===== config.mk =====
export PLATFORM = sky130hd
export DESIGN_NAME = tetris_input_conditioner
export DESIGN_NICKNAME = d
export VERILOG_FILES = /design/src/rtl/tetris_pkg.sv /design/src/rtl/tetris_debounce_ch.sv /design/src/rtl/tetris_input_conditioner.sv
export SDC_FILE = /design/constraint.sdc
export NUM_CORES = 1
export LEC_CHECK = 0
export BUFFER_PORTS_ARGS = -buffer_cell sky130_fd_sc_hd__buf_2
export CAP_MARGIN = 25
export CORE_ASPECT_RATIO = 1.4
export CORE_MARGIN = 1
export CORE_UTILIZATION = 25
export CTS_CLUSTER_SIZE = 12
export DETAILED_ROUTE_END_ITERATION = 16
export GPL_ROUTABILITY_DRIVEN = 0
export GPL_TIMING_DRIVEN = 0
export PLACE_DENSITY = 0.46
export SLEW_MARGIN = 20
export SYNTH_ARGS = -nofsm -noshare
export SYNTH_HDL_FRONTEND = slang
export SYNTH_SLANG_ARGS = --single-unit

===== constraint.sdc =====
create_clock -name w_pixclk -period 5 [get_ports w_pixclk]
set_clock_uncertainty 0.2 [all_clocks]
set_input_delay 0.25 -clock w_pixclk [delete_from_list [all_inputs] [get_ports w_pixclk]]
set_output_delay 0.25 -clock w_pixclk [all_outputs]
set_load 0.005 [all_outputs]

===== src/rtl/tetris_pkg.sv =====
// Shared constants for the Tetris input path: pin indices and channel FSM state codes.
// Used by tetris_debounce_ch and tetris_input_conditioner (see TETRIS_AUTOREPEAT_EN there).
package tetris_pkg;

    localparam int BTN_RIGHT  = 0;
    localparam int BTN_DOWN   = 1;
    localparam int BTN_LEFT   = 2;
    localparam int BTN_ROTATE = 3;
    localparam int SW_RUN     = 3;

    localparam logic [2:0] ST_IDLE   = 3'd0;
    localparam logic [2:0] ST_ARM    = 3'd1;
    localparam logic [2:0] ST_HELD   = 3'd2;
    localparam logic [2:0] ST_REPEAT = 3'd3;
    localparam logic [2:0] ST_REL    = 3'd4;

    function automatic int max3(input int a, input int b, input int c);
        int m;
        m = (a > b) ? a : b;
        return (m > c) ? m : c;
    endfunction

endpackage


===== src/rtl/tetris_debounce_ch.sv =====
// One input channel: 2-flop synchroniser, debounce/repeat FSM, saturating counter.
// Hold-to-repeat exists only when TETRIS_AUTOREPEAT_EN is defined and REPEAT_ALLOW is set.
module tetris_debounce_ch
    import tetris_pkg::*;
#(
    parameter int DEBOUNCE_CYCLES     = 1_000_000,
    parameter int REPEAT_DELAY_CYCLES = 25_000_000,
    parameter int REPEAT_RATE_CYCLES  = 5_000_000,
    parameter bit REPEAT_ALLOW        = 1'b0
) (
    input  logic w_pixclk,
    input  logic w_reset_n,
    input  logic i_raw,
    output logic o_fire,
    output logic o_level
);

    localparam int CNT_W = $clog2(max3(DEBOUNCE_CYCLES, REPEAT_DELAY_CYCLES, REPEAT_RATE_CYCLES) + 1);
    localparam logic [CNT_W-1:0] DB_LAST   = CNT_W'(DEBOUNCE_CYCLES - 1);
    localparam logic [CNT_W-1:0] DLY_LAST  = CNT_W'(REPEAT_DELAY_CYCLES - 1);
    localparam logic [CNT_W-1:0] RATE_LAST = CNT_W'(REPEAT_RATE_CYCLES - 1);
`ifdef TETRIS_AUTOREPEAT_EN
    localparam bit AUTOREPEAT = 1'b1;
`else
    localparam bit AUTOREPEAT = 1'b0;
`endif
    localparam bit REP_EN = AUTOREPEAT && REPEAT_ALLOW;

    logic [1:0]       r_sync;
    logic [2:0]       r_state;
    logic [CNT_W-1:0] r_cnt;
    logic [2:0]       w_state_nxt;
    logic [CNT_W-1:0] w_cnt_nxt;
    logic [CNT_W-1:0] w_cnt_inc;
    logic             w_s;
    logic             w_fire;

    assign w_s       = r_sync[1];
    assign w_cnt_inc = (r_cnt == '1) ? r_cnt : r_cnt + CNT_W'(1);

    always_comb begin
        w_state_nxt = r_state;
        w_cnt_nxt   = r_cnt;
        w_fire      = 1'b0;
        case (r_state)
            ST_IDLE: begin
                if (w_s) begin
                    w_state_nxt = ST_ARM;
                    w_cnt_nxt   = '0;
                end
            end
            ST_ARM: begin
                if (!w_s) begin
                    w_state_nxt = ST_IDLE;
                end else if (r_cnt == DB_LAST) begin
                    w_state_nxt = ST_HELD;
                    w_cnt_nxt   = '0;
                    w_fire      = 1'b1;
                end else begin
                    w_cnt_nxt = w_cnt_inc;
                end
            end
            // Without repeat support HELD just waits for the release.
            ST_HELD: begin
                if (!w_s) begin
                    w_state_nxt = ST_REL;
                    w_cnt_nxt   = '0;
                end else if (REP_EN) begin
                    if (r_cnt == DLY_LAST) begin
                        w_state_nxt = ST_REPEAT;
                        w_cnt_nxt   = '0;
                        w_fire      = 1'b1;
                    end else begin
                        w_cnt_nxt = w_cnt_inc;
                    end
                end
            end
            ST_REPEAT: begin
                if (!w_s) begin
                    w_state_nxt = ST_REL;
                    w_cnt_nxt   = '0;
                end else if (r_cnt == RATE_LAST) begin
                    w_cnt_nxt = '0;
                    w_fire    = 1'b1;
                end else begin
                    w_cnt_nxt = w_cnt_inc;
                end
            end
            // A bounce back high during release is treated as still held, no new pulse.
            ST_REL: begin
                if (w_s) begin
                    w_state_nxt = ST_HELD;
                    w_cnt_nxt   = '0;
                end else if (r_cnt == DB_LAST) begin
                    w_state_nxt = ST_IDLE;
                    w_cnt_nxt   = '0;
                end else begin
                    w_cnt_nxt = w_cnt_inc;
                end
            end
            default: begin
                w_state_nxt = ST_IDLE;
                w_cnt_nxt   = '0;
            end
        endcase
    end

    always_ff @(posedge w_pixclk or negedge w_reset_n) begin
        if (!w_reset_n) begin
            r_sync  <= 2'b00;
            r_state <= ST_IDLE;
            r_cnt   <= '0;
        end else begin
            r_sync  <= {r_sync[0], i_raw};
            r_state <= w_state_nxt;
            r_cnt   <= w_cnt_nxt;
        end
    end

    assign o_fire  = w_fire;
    assign o_level = (r_state == ST_HELD) || (r_state == ST_REPEAT) || (r_state == ST_REL);

endmodule


===== src/rtl/tetris_input_conditioner.sv =====
// Board switch/button conditioner feeding game_logic_fsm with clean one-cycle pulses.
// Define TETRIS_AUTOREPEAT_EN to enable hold-to-repeat on right/down/left.
module tetris_input_conditioner
    import tetris_pkg::*;
#(
    parameter int DEBOUNCE_CYCLES     = 1_000_000,
    parameter int REPEAT_DELAY_CYCLES = 25_000_000,
    parameter int REPEAT_RATE_CYCLES  = 5_000_000
) (
    input  logic       w_pixclk,
    input  logic       w_reset_n,
    input  logic [3:0] i_sw,
    input  logic [3:0] i_btn,
    output logic       o_start,
    output logic       o_right,
    output logic       o_down,
    output logic       o_left,
    output logic       o_rotate,
    output logic [3:0] o_sw_level,
    output logic [3:0] o_btn_level
);

    logic [3:0] w_sw_fire;
    logic [3:0] w_btn_fire;
    logic       w_run;
    logic       w_lr_clash;
    logic       w_unused_sw_fire;
    logic       r_start, r_right, r_down, r_left, r_rotate;

    for (genvar i = 0; i < 4; i++) begin : g_ch
        tetris_debounce_ch #(
            .DEBOUNCE_CYCLES    (DEBOUNCE_CYCLES),
            .REPEAT_DELAY_CYCLES(REPEAT_DELAY_CYCLES),
            .REPEAT_RATE_CYCLES (REPEAT_RATE_CYCLES),
            .REPEAT_ALLOW       (1'b0)
        ) u_sw (
            .w_pixclk (w_pixclk),
            .w_reset_n(w_reset_n),
            .i_raw    (i_sw[i]),
            .o_fire   (w_sw_fire[i]),
            .o_level  (o_sw_level[i])
        );

        tetris_debounce_ch #(
            .DEBOUNCE_CYCLES    (DEBOUNCE_CYCLES),
            .REPEAT_DELAY_CYCLES(REPEAT_DELAY_CYCLES),
            .REPEAT_RATE_CYCLES (REPEAT_RATE_CYCLES),
            .REPEAT_ALLOW       (1'(i != BTN_ROTATE))
        ) u_btn (
            .w_pixclk (w_pixclk),
            .w_reset_n(w_reset_n),
            .i_raw    (i_btn[i]),
            .o_fire   (w_btn_fire[i]),
            .o_level  (o_btn_level[i])
        );
    end

    assign w_unused_sw_fire = ^w_sw_fire[2:0];
    assign w_run            = o_sw_level[SW_RUN];
    assign w_lr_clash       = w_btn_fire[BTN_RIGHT] & w_btn_fire[BTN_LEFT];

    // Moves only reach the game while it runs; simultaneous left+right cancel out.
    always_ff @(posedge w_pixclk or negedge w_reset_n) begin
        if (!w_reset_n) begin
            r_start  <= 1'b0;
            r_right  <= 1'b0;
            r_down   <= 1'b0;
            r_left   <= 1'b0;
            r_rotate <= 1'b0;
        end else begin
            r_start  <= w_sw_fire[SW_RUN];
            r_right  <= w_run & w_btn_fire[BTN_RIGHT] & ~w_lr_clash;
            r_left   <= w_run & w_btn_fire[BTN_LEFT] & ~w_lr_clash;
            r_down   <= w_run & w_btn_fire[BTN_DOWN];
            r_rotate <= w_run & w_btn_fire[BTN_ROTATE];
        end
    end

    assign o_start  = r_start;
    assign o_right  = r_right;
    assign o_down   = r_down;
    assign o_left   = r_left;
    assign o_rotate = r_rotate;

endmodule


-- Yosys cells after proc, flatten, opt, wreduce, memory -nomap -nowiden
Cells that the tools add are included.
- memories: 0
- memory bits (writable): 0
- memory bits (read-only): 0
- input bits: 10
- logic and storage cells: 350
- bits in latches: 0
- output and inout port bits: 13
- register bits: 245
- reductions and logical operators: 48
- bitwise operators: 8
- mux-type cells: 153
- $mul: 0
- shift operators: 0
- add/sub/neg operators: 8
- magnitude comparators: 0
- eq/ne operators: 104
- div/mod/pow operators: 0
- operators by type and width (kind ; count):
    $mux 25 ; 64
    $pmux 25 s5 ; 8
    $add 25x1->25 const B ; 8
    $eq 25x20->1 const B ; 8
    $eq 25x23->1 const B ; 8
    $eq 25x25->1 const B ; 8
    $mux 3 ; 48
    $pmux 3 s4 ; 8
    $eq 3x2->1 const B ; 16
    $ne 2x1->1 const B ; 16
    $ne 2x2->1 const B ; 16
    $reduce_and 4->1 ; 8
    $eq 3x1->1 const B ; 8
    $eq 3x3->1 const B ; 8
    $logic_not 3->1 ; 8
    $ne 3x1->1 const B ; 8
    $ne 3x3->1 const B ; 8
    $reduce_and 3->1 ; 8
    $mux 1 ; 20
    $logic_or 1x1->1 ; 16
    $reduce_or 2->1 ; 8
    $pmux 1 s2 ; 5
    $and 1x1->1 ; 7
    $not 1->1 ; 1

-- Logic depth before layout (Yosys ltp)
Gate-level depths: netlist (run 1).
- word-level depth: 7
- mapped depth: 9
- mapped depth without buffers: 7

-- Modules after synthesis
From an unflattened synthesis (run 1), not the netlist that was laid out.
- cells, all modules: 1615
- area, all modules: 15044.4 um2
- by module, submodules not included (module ; sequential area each (um2) ; area an instance (um2) ; instances ; cells an instance):
    tetris_debounce_ch (g_ch[0].u_btn ...) ; 750.7 ; 1791.7 ; 4 ; 196
    tetris_debounce_ch (g_ch[2].u_sw ...) ; 750.7 ; 2000.7 ; 2 ; 210
    tetris_debounce_ch (g_ch[3].u_sw) ; 750.7 ; 1953.1 ; 1 ; 215
    tetris_debounce_ch (g_ch[0].u_sw) ; 750.7 ; 1757.9 ; 1 ; 186
    tetris_input_conditioner ; 125.1 ; 165.2 ; 1 ; 10

-- Least setup slack after synthesis (run 1)
No wires, ideal clock.
- path type: flip-flop to flip-flop
- start: register g_ch[3].u_sw.r_cnt[2]
- end: register g_ch[3].u_sw.r_cnt[8]
- cell stages (with the launch flop): 9
- period minus slack after synthesis: 2438 ps
- path buffers: 2
- library setup time: 121 ps
- slack: 2562 ps
- arrival time: 2117 ps
- cell sequence: dfrtp_1 -> buf_2 -> and4_1 -> nand4_2 -> or4_1 -> buf_2 -> nand4_1 -> mux2_1 -> a22o_1
- word-level cells in the longest chain between the ends: 5
- elaborated cells between the ends (all ways): 11
- classes of those cells: add/sub: 1; eq/ne: 3; mux: 7
- RTL lines (what ; line ; text):
    start, declared ; tetris_debounce_ch.sv:31 ; logic [CNT_W-1:0] r_cnt;
    start signal, assigned ; tetris_debounce_ch.sv:116 ; r_cnt <= w_cnt_nxt;
    $add 25x1->25 or $eq 25x25->1 (tied branches) ; tetris_debounce_ch.sv:39 ; assign w_cnt_inc = (r_cnt == '1) ? r_cnt : r_cnt + CNT_W'(1);
    $mux 25 ; tetris_debounce_ch.sv:39 ;
    $mux 25, on equally long branches ; tetris_debounce_ch.sv:55, tetris_debounce_ch.sv:94, tetris_debounce_ch.sv:82 ;
    $mux 25, on equally long branches ; tetris_debounce_ch.sv:91, tetris_debounce_ch.sv:79, tetris_debounce_ch.sv:53 ;
    $pmux 25 s5 (*) ; tetris_debounce_ch.sv:45 ; case (r_state)
Mark *: on every way between the ends. The rest lies on a longest branch, timed or not. The select of a mux whose other input is x is not followed.
A chain may end at the register's enable or synchronous reset.

-- Worst setup path in the final report (run 1)
- start: register g_ch[3].u_btn.r_cnt[15]
- end: register g_ch[3].u_btn.r_cnt[1]
- word-level cells in the longest chain between the ends: 5
- elaborated cells between the ends (all ways): 10
- classes of those cells: eq/ne: 3; mux: 7
- RTL lines (what ; line):
    start, declared ; tetris_debounce_ch.sv:31
    start signal, assigned ; tetris_debounce_ch.sv:116
    $eq 25x25->1 ; tetris_debounce_ch.sv:39
    $mux 25 ; tetris_debounce_ch.sv:39
    $mux 25, on equally long branches ; tetris_debounce_ch.sv:55, tetris_debounce_ch.sv:94, tetris_debounce_ch.sv:82
    $mux 25, on equally long branches ; tetris_debounce_ch.sv:91, tetris_debounce_ch.sv:79, tetris_debounce_ch.sv:53
    $pmux 25 s5 (*) ; tetris_debounce_ch.sv:45
Marks and branches as above.

==> qor.yml, run 1 <==
power_and_ir_drop:
  ir_drop_uv: 232
  power_mw: 5.08
  leakagePower_nw: 6.54
  power.density_nw_per_um2: 321
floorplan:
  core_area_um2: 53400
  die_h_um: 278
  ios: 23
  fp.dieArea_um2: 55200
  row_count: 100
  start_util_pct: 25.4
  die_w_um: 199
clocking:
  cts_hold_buf: 11
  clockBufferDepth: 3
  insertion_delay_ns: 0.57
  cts_resized: 0
  cts.clk_slew.worst_paths_ns: 0.06
  cts_tree: "yes"
  cts_setup_buffers: 0
  clock_sinks: 245
  cts-root-buf: "clkbuf_16"
  cts-buffers-inserted: 29
  cts_max_level: 1
yosys:
  synthArstFlopShare_pct: 100
  synth.area.top_cells: "dfrtp_1 (45%), xor2_1 (6.2%), nor2_1 (6.2%)"
  synthSimpleGateAreaFrac_pct: 31.7
  synth_compound_area_share_pct: 9.65
  synth_top_area_cell: "dfrtp_1"
  synth_top_area_share_pct: 45.2
  syn_avg_cell_area_um2: 9.10
  synth_cell_types: 81
  syn_inst: 1490
  muxShareOfSynthArea_pct: 0.452
  synth-xor-area-share_pct: 9.11
  ys_seq_elements: 245
  ys.flop_type: "dfrtp_1"
  syn_area_um2: 13600
  synth-adder-area-share_pct: 0.738
  synth_common_cells: "dfrtp_1 (245), nor2_1 (223), nand2_1 (117)"
  synth_nets: 1508
  yosysSeqAreaShare_pct: 45.2
  yosysMostFrequentCell: "dfrtp_1"
  yosysWarnings: 0
  synth_top_family_by_area: "simple AND/OR/NAND/NOR gates"
  synth_enable_flop_cells: 0
grt:
  grt_pass1_vias: 11400
  antenna_found_initial: 0
  overflow: 0
  grt_pass1_wl_um: 57000
  grt_max_degree: 93
  grtUsageTotal_pct: 12.3
setup_path:
  critPathRequiredTime_ns: 5.24
  crit_arrival_ns: 3.21
  max_stage_delay_ns: 0.60
  crit_top_cell: "nor4_1"
  worstSetupPathType: "flip-flop to flip-flop"
  start_kind: "flip-flop"
  path_max_fanout: 10
  critPathCaptureType: "flip-flop"
  path_cells: "nor4_1 -> nand4_1 -> nor3_1 -> nor4_1 -> a21oi_2 -> buf_2 -> nor2_1"
  slowest_stage: "nor3_1"
finish:
  final_area_um2: 15900
  fin_nets: 1579
  finalCoreUtilization_pct: 29.7
  drive_above_1_share_pct: 9.34
  antenna_cells: 0
  syn_to_final_growth_pct: 16.9
sta:
  maxSlewViolCount: 0
  setup_viol: 0
  fin_ws_ns: 2.04
  slew_headroom_pct: 43.0
  fmax_mhz: 337
  grt_setup_unrepaired: "no"
  finalHoldViolations: 0
  hold_slack_ns: 0.121
  tightest_slew_ns: 0.850
  period_needed_ns: 2.96
  finalCritPeriodShare_pct: 59.3
drt:
  drt_iter0_drc: 626
  drcViolationCount: 0
  vias: 11200
  routedWlPerCell_um: 14.2
  drt_wl_total_um: 32700
  drtPass1Iterations: 5
  routed_via_density: 4.88
  ant_nets: 0
job:
  cap_viol_max_count: 0
placement:
  post-dp-hpwl_um: 22700
  numPortBuffers: 22
  dpl_cell_area_um2: 14700
  dp_slack_ns: 2.06
outcome:
  status: "finished, final reports clean"
min_path:
  hold_class: "primary input to flip-flop"
[worst paths after layout]
check,start,to,slack [ns],depth (start not counted)
worst max-delay path,g_ch[3].u_btn.r_cnt[15],g_ch[3].u_btn.r_cnt[1],2.04,7
worst min-delay path,i_sw[0],g_ch[0].u_sw.r_sync[0],0.12,2
worst max register to register,g_ch[3].u_btn.r_cnt[15],g_ch[3].u_btn.r_cnt[1],2.04,7
worst min register to register,g_ch[2].u_sw.r_sync[0],g_ch[2].u_sw.r_sync[1],0.15,0
max in group asynchronous,w_reset_n,g_ch[1].u_sw.r_state[0],3.02,4
min in group asynchronous,w_reset_n,g_ch[0].u_btn.r_cnt[3],0.52,3
[final cells by class]
type                       count  area, um^2
multi-input combinational   1155        7010
fill                        5623       37600
clock inverter                14         230
inverter                      33         124
tap                          714         893
buffer                        57         294
timing repair buffer          40         342
sequential                   245        6130
clock buffer                  40         827
[layout by cell type (no fill, tap or decap), types with 6 or more instances in the layout]
master / synthesis / final
a21oi_1: 39 / 39
a31oi_1: 17 / 17
and2_1: 23 / 23
and3_1: 43 / 43
and4_1: 23 / 23
buf_2: 22 / 43
buf_4: 12 / 13
bufinv_16: 0 / 6
clkbuf_1: 20 / 25
clkbuf_16: 0 / 29
clkbuf_8: 0 / 6
dfrtp_1: 245 / 245
dlygate4sd3_1: 0 / 11
ha_1: 8 / 8
inv_1: 33 / 33
nand2_1: 117 / 117
nand2b_1: 23 / 23
nand3_1: 95 / 95
nand3b_1: 8 / 8
nand4_1: 84 / 84
nor2_1: 223 / 223
nor2b_1: 14 / 14
nor3_1: 52 / 52
nor3b_1: 8 / 8
nor4_1: 27 / 27
nor4b_1: 14 / 14
o21a_1: 7 / 7
o21ai_0: 29 / 28
o21ai_1: 5 / 6
o22ai_1: 9 / 9
o31ai_1: 10 / 10
or2_2: 7 / 7
or3_1: 12 / 12
or4_1: 14 / 14
xnor2_1: 45 / 45
xor2_1: 96 / 96
[stage by stage]
| step | setup TNS [ns] | std cells |
|---|---|---|
| 2_1_floorplan | 0 | 1490 |
| 3_5_place_dp | 0 | 2231 |
| 3_3_place_gp | -326.81 | 2226 |
| 4_1_cts | 0 | 2296 |
| 6_report | 0 | 2298 |
| 5_1_grt | 0 | 2298 |
[logic make-up after synthesis]
kind of cell / Yosys count
compound gates: 185
xor+xnor: 141
fa+ha+maj: 8
buf+inv: 90
flops: 245
mux: 6
simple gates: 815
[worst max-delay path, delay by kind of cell, from the launching register on]
| kind | cells | cell delay, ns |
|---|---|---|
| buffers and inverters | 1 | 0.30 |
| flip-flops | 1 | 0.43 |
| AND/OR/NAND/NOR | 5 | 1.52 |
| AO/OA/AOI/OAI | 1 | 0.38 |
[flip-flops by register name, indices dropped and copies added, names as in the netlist]
signal and count:
g_ch.u_sw.r_cnt 100, o_left 1, g_ch.u_sw.r_state 12, g_ch.u_btn.r_cnt 100, o_down 1, o_right 1
g_ch.u_btn.r_state 12, o_rotate 1, g_ch.u_btn.r_sync 8, o_start 1, g_ch.u_sw.r_sync 8
[metal layers]
metal	GRT usage (%)	routed length, um
met4	3.73	675
met2	21.9	16700
met3	1.53	951
met1	15.2	14400
met5	0	0
[report_power, final]
group	internal, mW	switching (mW)
clock network	1.46	0.882
logic	0.208	0.341
registers	2.08	0.109
Power figures use the tool's default switching activity.
==> inputs of run 2 (changes only) <==
--- a/config.mk
+++ b/config.mk
@@ -14,7 +14,7 @@
 export DETAILED_ROUTE_END_ITERATION = 16
 export GPL_ROUTABILITY_DRIVEN = 0
 export GPL_TIMING_DRIVEN = 0
-export PLACE_DENSITY = 0.46
+export PLACE_DENSITY = 0.47
 export SLEW_MARGIN = 20
 export SYNTH_ARGS = -nofsm -noshare
 export SYNTH_HDL_FRONTEND = slang
==> constraint.sdc (replaced) <==
create_clock -name w_pixclk -period 2.5 [get_ports w_pixclk]
set_clock_uncertainty 0.2 [all_clocks]
set_input_delay 0.125 -clock w_pixclk [delete_from_list [all_inputs] [get_ports w_pixclk]]
set_output_delay 0.125 -clock w_pixclk [all_outputs]
set_load 0.005 [all_outputs]
==> run 2 against run 1 <==
  * Wire length increased by 4.3%
  * Fmax increased by 21%
  * Critical path depth decreased by 1
  * Die area unchanged
  * Combinational power increased by 130%
  * Count of clock-buffer cells in the layout decreased by 2
  * Sequential power increased by 100%
  * Global-route usage increased by 0.11 points
  * Register-to-register slack got worse by 2.0 ns
  * Clock power increased by 94%
  * First-iteration DRC count decreased by 30%
  * Non-clock buffer count increased by 58
  * Critical path type unchanged
==> qor.yml, run 2 (synthesis gave the netlist of run 1 again) <==
drt:
  routed_via_density: 4.92
  drtPass1Iterations: 6
  vias: 11600
  drt_iter0_drc: 441
  routedWlPerCell_um: 14.5
  ant_nets: 0
  drt_wl_total_um: 34100
  drcViolationCount: 0
min_path:
  holdPathEnd: "g_ch[1].u_sw.r_sync[1]"
  hold_class: "flip-flop to flip-flop"
  hold_start: "g_ch[1].u_sw.r_sync[0]"
  min_path_cells: 0
finish:
  syn_to_final_growth_pct: 23.8
  finalCoreUtilization_pct: 31.4
  final_cell_mix: "dfrtp_1 (227), nor2_1 (221), nand2_1 (117)"
  drive_above_1_share_pct: 16.6
  layout.cells.most_common: "dfrtp_1"
  fin_cells: 2354
  reg_top3: "g_ch.u_btn.r_cnt (100), g_ch.u_sw.r_cnt (100)"
  antenna_cells: 0
  fin_nets: 1637
  final_area_um2: 16800
grt:
  overflow: 0
  grt_max_degree: 90
  grtUsageTotal_pct: 12.4
  antenna_found_initial: 0
  grt_pass1_vias: 11500
  grt_pass1_wl_um: 57300
clocking:
  cts.clk_slew.worst_paths_ns: 0.06
  clockBufferDepth: 3
  cts_max_level: 1
  cts-buffers-inserted: 29
  clock_sinks: 245
  cts_tree: "yes"
  insertion_delay_ns: 0.55
  cts-root-buf: "clkbuf_16"
setup_path:
  reg2reg_to: "g_ch[2].u_btn.r_cnt[1]"
  rrSetupSlack_ns: 0.04
  start_kind: "flip-flop"
  reg2regPathDepth: 6
  crit_arrival_ns: 2.69
  critPathCaptureType: "flip-flop"
  worstSetupPathType: "flip-flop to flip-flop"
  path_max_fanout: 4
  rr_startpoint: "g_ch[2].u_btn.r_cnt[16]"
  critPathRequiredTime_ns: 2.74
floorplan:
  ios: 23
  core_area_um2: 53400
  row_count: 100
  fp.dieArea_um2: 55200
  die_h_um: 278
  die_w_um: 199
  start_util_pct: 25.4
placement:
  numPortBuffers: 22
  post-dp-hpwl_um: 22500
  dp_slack_ns: -0.444
  dpl_cell_area_um2: 14600
  placed_cells: 2230
sta:
  fin_ws_ns: 0.0447
  finalCritPeriodShare_pct: 98.2
  slew_headroom_pct: 57.7
  finalHoldViolations: 0
  grt_setup_unrepaired: "yes"
  fmax_mhz: 407
  maxSlewViolCount: 0
  period_needed_ns: 2.46
  setup_tns_ns: 0
  tightest_slew_ns: 0.629
  setup_viol: 0
  hold_slack_ns: 0.147
power_and_ir_drop:
  ir_drop_uv: 477
  leakagePower_nw: 6.93
  power_mw: 10.2
  power.density_nw_per_um2: 606
outcome:
  status: "finished, final reports clean"
job:
  cap_viol_max_count: 0
## run 2: what timing repair did
item | in CTS | in global routing
hold buffers | 19 | 0
setup endpoints to repair | 184 | 173
gates resized for setup | 55 | 87
cloned | 1 | 2
buffers inserted | 18 | 37
pin swaps | 13 | 19
endpoints found under the hold margin | 244 | 0
## run 2: worst max-delay path by stage
stage | from | end | slack [ns]
finish | g_ch[2].u_btn.r_cnt[16] | g_ch[2].u_btn.r_cnt[1] | 0.04
global route | g_ch[3].u_sw.r_cnt[20] | g_ch[3].u_sw.r_cnt[3] | -0.1
CTS | g_ch[3].u_sw.r_cnt[17] | g_ch[3].u_sw.r_cnt[8] | 0.0001
detailed placement | g_ch[3].u_btn.r_cnt[15] | g_ch[3].u_btn.r_cnt[9] | -0.44
global placement | w_reset_n | g_ch[1].u_btn.r_cnt[7] | -3.70
floorplan | g_ch[3].u_sw.r_cnt[2] | g_ch[3].u_sw.r_cnt[8] | 0.06
## run 2: area by class of cell
class,count,area [um^2]
fill,5594,36600
inverter,33,124
clock buffer,38,810
multi-input combinational,1155,7430
buffer,52,342
tap,714,893
timing repair buffer,103,827
clock inverter,14,203
sequential,245,6150
## run 2: layer usage
metal,routed length (um),up-vias,global-route usage [%]
met5,0,-,0
met3,1040,47,1.59
met4,738,0,4.22
met2,17600,175,22.4
li1,-,5634,-
met1,14700,5714,14.9
## run 2: worst max-delay path: stages, from the launching register on
cell	delay, ns
dfrtp_1	0.40
or3b_1	0.40
or4_4	0.45
a2111oi_4	0.40
o32a_4	0.26
or2_4	0.15
o22ai_1	0.08
## run 2: where the power goes
| part | internal (mW) | total (mW) | switching [mW] |
|---|---|---|---|
| clock | 2.78 | 4.54 | 1.76 |
| sequential | 4.17 | 4.39 | 0.225 |
| combinational | 0.512 | 1.24 | 0.726 |
| total | 7.46 | 10.2 | 2.71 |
==> inputs of run 3 (changes only) <==
--- a/config.mk
+++ b/config.mk
@@ -8,13 +8,12 @@
 export BUFFER_PORTS_ARGS = -buffer_cell sky130_fd_sc_hd__buf_2
 export CAP_MARGIN = 25
 export CORE_ASPECT_RATIO = 1.4
-export CORE_MARGIN = 1
 export CORE_UTILIZATION = 25
+export CTS_CLUSTER_DIAMETER = 40
 export CTS_CLUSTER_SIZE = 12
 export DETAILED_ROUTE_END_ITERATION = 16
 export GPL_ROUTABILITY_DRIVEN = 0
 export GPL_TIMING_DRIVEN = 0
-export PLACE_DENSITY = 0.47
 export SLEW_MARGIN = 20
 export SYNTH_ARGS = -nofsm -noshare
 export SYNTH_HDL_FRONTEND = slang
==> run 3 against run 2 <==
  * Non-clock buffer count is 26 lower
  * Sequential power hardly changed
  * Wire length down 5.8%
  * Count of clock-buffer cells in the layout increased by 8
  * Utilization up 0.25 points
  * Critical path type unchanged
==> qor.yml, run 3 (synthesis gave the netlist of run 1 again) <==
clocking:
  cts-buffers-inserted: 41
  clockBufferDepth: 3
  cts_tree: "yes"
  cts_max_level: 2
  cts-root-buf: "clkbuf_16"
  clock_sinks: 245
  cts.clk_slew.worst_paths_ns: 0.06
  insertion_delay_ns: 0.53
power_and_ir_drop:
  power_switching_mw: 3.02
  p_clk_share_pct: 50.0
  p_seq_share_pct: 39.2
  swShare_pct: 26.9
  pwr-share-comb_pct: 10.8
  leakagePower_nw: 6.94
  power.density_nw_per_um2: 663
  ir_drop_uv: 526
  p_int_mw: 8.20
  power_mw: 11.2
sta:
  fmax_mhz: 404
  finalHoldViolations: 0
  slew_headroom_pct: 48.2
  finalCritPeriodShare_pct: 99.1
  maxSlewViolCount: 0
  grt_setup_unrepaired: "yes"
  period_needed_ns: 2.48
  setup_viol: 0
  tightest_slew_ns: 0.773
job:
  cap_viol_max_count: 0
grt:
  overflow: 0
  antenna_found_initial: 0
  grt_pass1_wl_um: 53500
  grtUsageTotal_pct: 11.4
  grt_pass1_vias: 11400
  grt_max_degree: 98
placement:
  dpl_cell_area_um2: 14600
  placed_cells: 2229
  numPortBuffers: 22
  post-dp-hpwl_um: 21400
finish:
  multi_input_area_um2: 7450
  fin_cells: 2349
  reg_top3: "g_ch.u_btn.r_cnt (100), g_ch.u_sw.r_cnt (100)"
  antenna_cells: 0
  layout.cells.most_common: "dfrtp_1"
  final_area_um2: 16900
  fill_cells: 5507
  syn_to_final_growth_pct: 24.8
  final_cell_mix: "dfrtp_1 (230), nor2_1 (221), nand2_1 (117)"
  drive_above_1_share_pct: 17.0
  final-seq-area_um2: 6150
  fin_nets: 1623
drt:
  drt_iter0_drc: 813
  drt_wl_total_um: 32200
  routed_via_density: 4.98
  drtPass1Iterations: 5
  vias: 11700
  ant_nets: 0
  drcViolationCount: 0
  routedWlPerCell_um: 13.7
setup_path:
  critPathRequiredTime_ns: 2.70
  path_max_fanout: 5
  start_kind: "flip-flop"
  crit_arrival_ns: 2.67
  worstSetupPathType: "flip-flop to flip-flop"
  critPathCaptureType: "flip-flop"
floorplan:
  row_count: 100
  fp.dieArea_um2: 55200
  ios: 23
  die_h_um: 278
  start_util_pct: 25.4
  die_w_um: 199
  core_area_um2: 53400
outcome:
  status: "finished, final reports clean"
min_path:
  hold_class: "primary input to flip-flop"
==> run 3: cell types whose count changed in the layout (fill, tap and decap cells not counted), sizes merged <==
cell / previous run / this run
buf: 120 / 103
dlygate4sd3: 18 / 10
clkbuf: 55 / 62
inv: 33 / 39
clkinv: 6 / 10
clkinvlp: 3 / 8
bufinv: 5 / 3
==> run 3: metal layers <==
| layer | up-vias | global-route usage, % | part of all wire (%) |
|---|---|---|---|
| met2 | 239 | 20.1 | 51 |
| met5 | - | 0 | 0 |
| met1 | 5752 | 13.5 | 43 |
| met4 | 0 | 4.67 | 2.8 |
| met3 | 73 | 1.78 | 3.5 |
| li1 | 5629 | - | - |
==> run 3: power groups by stage <==
stage	clock (mW)	sequential [mW]	combinational [mW]
after floorplan	0	4.40	0.782
after global placement	0	4.45	1.05
after detailed placement	0	4.45	1.10
after CTS	5.79	4.38	1.19
after global routing	5.95	4.43	1.38
final	5.61	4.40	1.21
==> run 3: worst max-delay path: stages, from the launching register on <==
cell and delay (ns):
dfrtp_1 0.41, or3b_1 0.40, or4_4 0.46, a2111oi_4 0.40
o32a_4 0.27, or2_4 0.15, o22ai_1 0.08
==> run 3: cell type report <==
cell class / count / area share, %
tap: 714 / 5.28
multi-input combinational: 1155 / 44.0
timing repair buffer: 77 / 3.49
inverter: 33 / 0.732
buffer: 52 / 1.89
clock inverter: 27 / 1.69
clock buffer: 46 / 6.54
sequential: 245 / 36.3
==> run 3: stage by stage <==
step	TNS (ns)	hold WS (ns)	setup WS [ns]	utilization (%)
finish	0	0.0322	0.0237	31.7
global route	-0.378	0.0286	-0.0445	31.7
CTS	0	0.00119	0.00191	30.6
detailed placement	-25.63	-0.0914	-0.394	27.4
global placement	-852.54	0.0353	-3.43	27.3
floorplan	0	-0.371	0.0618	-
==> run 3: worst paths after layout <==
check,startpoint,to,slack (ns),depth (start not counted)
setup / recovery,g_ch[2].u_btn.r_cnt[16],g_ch[2].u_btn.r_cnt[1],0.02,6
hold / removal,i_sw[0],g_ch[0].u_sw.r_sync[0],0.03,2
setup reg to reg,g_ch[2].u_btn.r_cnt[16],g_ch[2].u_btn.r_cnt[1],0.02,6
hold reg to reg,g_ch[3].u_btn.r_sync[0],g_ch[3].u_btn.r_sync[1],0.14,0
max in group asynchronous,w_reset_n,g_ch[1].u_btn.r_cnt[8],0.71,4
min in group asynchronous,w_reset_n,g_ch[1].u_sw.r_state[2],0.50,3
==> run 3: timing repair <==
item / CTS / global route
cloned: 1 / 1
pin swaps: 6 / 19
setup endpoints to repair: 170 / 164
setup buffers: 14 / 25
hold buffers: 10 / 0
gates resized for setup: 46 / 74
endpoints found under the hold margin: 253 / 0
